$ cat config.mk
export PLATFORM = sky130hd
export DESIGN_NAME = sar_search_ctrl
export DESIGN_NICKNAME = d
export VERILOG_FILES = /design/src/rtl/sar_search_ctrl.sv
export SDC_FILE = /design/constraint.sdc
export NUM_CORES = 1
export LEC_CHECK = 0
export CORE_MARGIN = 5
export CORE_UTILIZATION = 50
export DETAILED_ROUTE_END_ITERATION = 10
export GPL_TIMING_DRIVEN = 1
export HOLD_SLACK_MARGIN = 0.12
export PLACE_DENSITY = 0.75
export RECOVER_POWER = 50
export SLEW_MARGIN = 15
export SYNTH_ARGS = -nofsm -noshare
export SYNTH_HDL_FRONTEND = slang
export SYNTH_SLANG_ARGS = --single-unit
$ cat constraint.sdc
create_clock -name clk -period 2.1 [get_ports clk]
set_input_delay 0.42 -clock clk [delete_from_list [all_inputs] [get_ports clk]]
set_output_delay 0.42 -clock clk [all_outputs]
set_load 0.02 [all_outputs]
$ cat src/rtl/sar_search_ctrl.sv
// Successive-approximation search controller. Drives trial values into a
// magnitude comparator's B side, reads back Lesser/Greater/Equal and walks the
// operand MSB-first until it has recovered the comparator's hidden A value.
module sar_search_ctrl #(
  parameter int unsigned WIDTH = 4,
  localparam int unsigned CW = $clog2(WIDTH) + 1
) (
  input  logic             clk,
  input  logic             rst_n,
  input  logic             start,
  output logic [WIDTH-1:0] trial,
  input  logic             Lesser,
  input  logic             Greater,
  input  logic             Equal,
  output logic             busy,
  output logic             done,
  output logic [WIDTH-1:0] result,
  output logic             err,
  output logic [CW-1:0]    steps
);

  localparam logic [1:0] StIdle = 2'd0;
  localparam logic [1:0] StTry  = 2'd1;
  localparam logic [1:0] StDone = 2'd2;

  localparam logic [WIDTH-1:0] One = WIDTH'(1);
  localparam logic [WIDTH-1:0] Msb = One << (WIDTH - 1);

  logic [1:0]       state_q, state_d;
  logic [CW-1:0]    bit_q, bit_d;
  logic [WIDTH-1:0] acc_q, acc_d;
  logic [WIDTH-1:0] trial_q, trial_d;
  logic             busy_q, busy_d;
  logic             done_q, done_d;
  logic [WIDTH-1:0] result_q, result_d;
  logic             err_q, err_d;
  logic [CW-1:0]    steps_q, steps_d;

  logic [2:0]       code;
  logic [WIDTH-1:0] acc_new;
  logic             term;

  assign code = {Lesser, Greater, Equal};

  // Next-state: one comparator decision per cycle while in StTry.
  always_comb begin
    state_d  = state_q;
    bit_d    = bit_q;
    acc_d    = acc_q;
    trial_d  = trial_q;
    busy_d   = busy_q;
    done_d   = 1'b0;
    result_d = result_q;
    err_d    = err_q;
    steps_d  = steps_q;
    acc_new  = acc_q;
    term     = 1'b0;

    case (state_q)
      StIdle: begin
        if (start) begin
          state_d = StTry;
          bit_d   = CW'(WIDTH - 1);
          acc_d   = '0;
          trial_d = Msb;
          busy_d  = 1'b1;
          steps_d = '0;
          err_d   = 1'b0;
        end
      end

      StTry: begin
        steps_d = steps_q + 1'b1;
        case (code)
          3'b001: begin
            result_d = trial_q;
            term     = 1'b1;
          end
          3'b010: acc_new = trial_q;  // A above trial: keep the bit
          3'b100: acc_new = acc_q;    // A below trial: drop the bit
          default: begin
            // Not one-hot: comparator is broken, report what we have so far.
            err_d    = 1'b1;
            result_d = acc_q;
            term     = 1'b1;
          end
        endcase

        if (!term) begin
          if (bit_q == '0) begin
            result_d = acc_new;
            term     = 1'b1;
          end else begin
            bit_d   = bit_q - 1'b1;
            trial_d = acc_new | (One << (bit_q - 1'b1));
          end
        end
        acc_d = acc_new;

        if (term) begin
          state_d = StDone;
          done_d  = 1'b1;
          busy_d  = 1'b0;
          trial_d = '0;
        end
      end

      StDone: state_d = StIdle;

      default: state_d = StIdle;
    endcase
  end

  // State and output registers with synchronous active-low reset.
  always_ff @(posedge clk) begin
    if (!rst_n) begin
      state_q  <= StIdle;
      bit_q    <= '0;
      acc_q    <= '0;
      trial_q  <= '0;
      busy_q   <= 1'b0;
      done_q   <= 1'b0;
      result_q <= '0;
      err_q    <= 1'b0;
      steps_q  <= '0;
    end else begin
      state_q  <= state_d;
      bit_q    <= bit_d;
      acc_q    <= acc_d;
      trial_q  <= trial_d;
      busy_q   <= busy_d;
      done_q   <= done_d;
      result_q <= result_d;
      err_q    <= err_d;
      steps_q  <= steps_d;
    end
  end

  assign trial  = trial_q;
  assign busy   = busy_q;
  assign done   = done_q;
  assign result = result_q;
  assign err    = err_q;
  assign steps  = steps_q;

endmodule

## Word-level counts from Yosys, hierarchy flattened

Cells that the tools add are included.
W data, S select, Z words.

| word-level totals | value |
|---|---|
| bits in registers | 23 |
| output and inout bits | 14 |
| input port bits | 6 |

| operators by class | value |
|---|---|
| bitwise logic cells | 1 |
| reductions and logical operators | 12 |
| $add $sub $neg | 2 |
| equality and inequality tests | 11 |
| shifts and indexed selects | 1 |
| mux-type cells | 33 |

Operator list:

| kind | count |
|---|---|
| $mux W4 | 9 |
| $pmux W4 S2 | 3 |
| $mux W3 | 4 |
| $pmux W3 S2 | 2 |
| $mux W1 | 10 |
| $ne A2 B2 Y1 const B | 5 |
| $reduce_and A4 Y1 | 2 |
| $ne A3 B3 Y1 const B | 2 |
| $reduce_and A2 Y1 | 3 |
| $reduce_and A3 Y1 | 2 |
| $mux W2 | 2 |
| $or A4 B4 Y4 | 1 |
| $pmux W1 S2 | 2 |
| $pmux W2 S2 | 1 |
| $shl A1 B3 Y4 const A | 1 |
| $add A3 B1 Y3 const B | 1 |
| $eq A3 B1 Y1 const B | 1 |
| $eq A3 B2 Y1 const B | 1 |
| $eq A3 B3 Y1 const B | 1 |
| $logic_not A3 Y1 | 1 |
| $reduce_or A3 Y1 | 1 |
| $sub A3 B1 Y3 const B | 1 |
| $eq A2 B1 Y1 const B | 1 |
| $logic_not A2 Y1 | 1 |
| other kinds (2) | 2 |

## Depth between registers and ports, before layout

Gate-level depths: netlist of run 1.

| depth | value |
|---|---|
| depth after elaboration | 8 |
| depth in mapped cells | 7 |
| gate-level depth less buffers | 7 |

## Worst setup path before layout of run 1

No wires, ideal clock.

| path | value |
|---|---|
| kind | register to register |
| start | register bit_q[0] |
| end | register bit_q[2] |
| setup time | 65 ps |
| buffers on the path | 0 |
| setup slack | 367 ps |
| cell stages (with the launch flop) | 7 |
| data required time | 2,035 ps |
| data arrival time | 1,668 ps |
| cell sequence | dfxtp_1 inv_1 ha_1 ha_1 nor4_4 mux2_2 nor2_1 |

| between the ends | value |
|---|---|
| longest elaborated chain between the ends | 4 |
| elaborated cells between the ends (all ways) | 7 |

RTL lines:

| element | RTL line | text |
|---|---|---|
| start, declared | 30 | `logic [CW-1:0] bit_q, bit_d;` |
| start signal, assigned | 128 | `bit_q <= bit_d;` |
| $sub A3 B1 Y3 | 94 | `bit_d = bit_q - 1'b1;` |
| $mux W3 | 90 | `if (bit_q == '0) begin` |
| $mux W3 | 89 | `if (!term) begin` |
| $pmux W3 S2 | 59 | `case (state_q)` |

Several ways; a longest one is shown, not always the timed one. The select of a mux whose other input is x is not followed.
A chain may end at the register's enable or synchronous reset.

## Final worst setup path of run 1

Ends and elaborated chain as after synthesis.

==> out/qor.txt, run 1 <==
Clk Latency, worst-skew pair: 0.30 ns
combinational share of power: 0.228
Detailed Place HPWL: 2090 um
Unique masters post-synth: 30
Max Freq: 516 MHz
Post-Syn Area: 1240 um^2
Placement Setup Slack: -0.0256 ns
most frequent cell on the critical path: ha_1
Post-DRT Antenna Nets: 0
clock sink count: 23
Worst Hold Path EP: busy$_SDFFE_PN0P_
Sequential Area: 460 um^2
DR pass1 iterations: 6
Post-CTS Setup Inserts: 0
Crit Reg-Reg Endpoint: bit_q[2]$_SDFFE_PN0P_
clock-pin slew on the worst setup and hold paths: 0.12 ns
# resized after CTS: 0
die area: 3580 um^2
share of power burned in registers: 0.542
Cells after Synth: 143
placed cells: 197
Max-Cap Viols: 0
row count: 18
slew margin rel.: 0.708
Clock Power Share: 0.230
Vias: 1128
CP Class: reg -> reg
P&R area growth vs syn: 25.3%
final period utilization: 0.923
Post-Layout Cell Count: 201
share of layout cells above drive strength 1: 0.140
synthesized flop and latch total: 23
Pint: 0.618 mW
Sw Share: 0.287
final WL: 2790 um
register area share after synthesis: 0.371
H-tree Lvls: 1
Hold Startpoint: busy$_SDFFE_PN0P_
DRC: 0
Synth Flop Type: dfxtp_1
die height: 59.8 um
minimum clock period: 1.94 ns
RSZ-0062 raised after global routing: no
CTS Buf Count: 3
WP data arrival: 2.18 ns
number of nets in the layout: 185
ant diodes: 0
Core Area: 2430 um^2
CP max-delay cell: dfxtp_1
vias per cell: 5.61
CTS Root Cell: clkbuf_4
hold path depth: 2
Max VDD drop: 450 uV
vias in the first global route: 1131
Hold WC Path Type: reg -> reg
PortBufs: 19
Post-synth ARST share: 0
crit-path max FO: 7
CP required: 2.34 ns
crit-path max cell delay: 0.42 ns
routed len/inst: 13.9 um
gr usage total: 0.176
Post-synth EDFFs: 0
finished layout cell area: 1550 um^2
Die W: 59.8 um
Syn Nets: 156
cell count of the worst reg-to-reg path: 6
Syn Area/Cell: 8.67 um^2
CTS Hold Bufs: 0
Final setup viols: 0
Pleak: 0.617 nW
area of the multi-input gates: 734 um^2
initial antenna violation count: 0
warnings from Yosys: 0
largest net degree at the start of global routing: 15
total grt overflow: 0
Initial Utilization: 0.510
final-report max-slew violation count: 0
Final WS setup: 0.161 ns
first-pass GRT wire length: 4870 um
Crit. End Element: flop
worst path cell trace: inv_1 > ha_1 > ha_1 > nor4_4 > mux2_2 > nor2_1
cell area after placement: 1530 um^2
Hold Vio Cnt, Final: 0
Final GP Congestion: 0.838
fillcell total: 223
CTS tree: done
final design utilization: 0.639
IO Count: 20
Worst setup SP type: flop
setup_tns: 0 ns
Worst Tran Pin Value: 0.435 ns
outcome: complete, no violations
Clock Path Buffers: 2
pwr dens: 557 nW/um^2
P_sw: 0.248 mW
worst clock skew: 0.00607 ns
Iteration-0 DRC Markers: 44
reg2reg setup slack: 0.16 ns
Critical R2R Launch: bit_q[0]$_SDFFE_PN0P_
## cell type report
class | count | area share
timing repair buffer | 31 | 0.180
tap | 30 | 0.0242
clock buffer | 4 | 0.0169
multi-input combinational | 109 | 0.473
sequential | 23 | 0.296
inverter | 4 | 0.00966
## through the flow
stage / hold WS [ns] / total power, mW
after global routing: 0.513 / 0.915
after detailed placement: 0.468 / 0.678
after floorplan: 0.473 / 0.601
after global placement: 0.460 / 0.674
after CTS: 0.498 / 0.881
final: 0.486 / 0.866
## how the worst max path moves through the flow
| stage | startpoint | endpoint | slack [ns] | cells after the start |
|---|---|---|---|---|
| after detailed placement | Lesser | trial[1]$_SDFFE_PN0P_ | -0.03 | 7 |
| after CTS | bit_q[0]$_SDFFE_PN0P_ | bit_q[2]$_SDFFE_PN0P_ | 0.15 | 6 |
| after floorplan | bit_q[0]$_SDFFE_PN0P_ | bit_q[2]$_SDFFE_PN0P_ | 0.37 | 6 |
| after global placement | Lesser | trial[1]$_SDFFE_PN0P_ | 0.05 | 7 |
| after global routing | bit_q[0]$_SDFFE_PN0P_ | result[3]$_SDFFE_PN0P_ | 0.02 | 6 |
| final | bit_q[0]$_SDFFE_PN0P_ | bit_q[2]$_SDFFE_PN0P_ | 0.16 | 6 |
## state kept, by name, indices dropped and copies added (netlist names)
| register | cells |
|---|---|
| acc_q | 4 |
| busy | 1 |
| done | 1 |
| steps | 3 |
| err | 1 |
| result | 4 |
| trial | 4 |
| bit_q | 3 |
| state_q | 2 |
## per-layer routing
metal / track usage / part of all wire / vias to the layer above
met5: 0 / 0 / -
met4: 0.0601 / 0.011 / 0
met3: 0.0259 / 0.044 / 4
met2: 0.298 / 0.49 / 22
met1: 0.225 / 0.46 / 529
li1: - / - / 573
## synth_stat cells (5+ instances only)
master	instances	area share
nor3b_1	9	0.054
nand2_1	7	0.021
or2_2	5	0.025
nor2_1	11	0.033
o21ai_0	20	0.081
ha_1	7	0.071
nand3_1	12	0.048
dfxtp_1	23	0.37
## kinds of logic after synthesis
| kind of cell | synth area share |
|---|---|
| compound gates | 0.187 |
| xor+xnor | 0.0212 |
| fa+ha+maj | 0.0706 |
| buf+inv | 0.0363 |
| flops | 0.371 |
| mux | 0.0424 |
| simple gates | 0.271 |
## power groups by stage
| stage | logic (mW) | clock network, mW | registers [mW] |
|---|---|---|---|
| after CTS | 0.201 | 0.210 | 0.470 |
| after floorplan | 0.112 | 0 | 0.489 |
| after global routing | 0.219 | 0.224 | 0.473 |
| after detailed placement | 0.199 | 0 | 0.479 |
| after global placement | 0.195 | 0 | 0.478 |
| final | 0.197 | 0.199 | 0.470 |
## cell usage in the layout, fill, tap and decap left out, drive strengths merged, types with 7 or more instances in the layout
master	synthesis	final
dlygate4sd3	0	11
nor2	11	11
clkdlybuf4s50	0	8
dfxtp	23	23
nand3	12	12
nand2	7	7
buf	3	12
nor3b	10	10
ha	7	7
o21ai	20	20
## critical path: cells and delay by family, from the launching register on
kind	cells	cell delay, ns
mux	1	0.37
simple gates	2	0.48
buf+inv	1	0.08
flops	1	0.42
fa+ha+maj	2	0.52
Note: power is estimated with default switching activity, not from simulation.
==> run 2, diff against run 1 <==
- CTS_CLUSTER_SIZE: not set -> 10
==> results of run 2 <==
The final DEF is identical to that of run 1; final timing and power are the same.
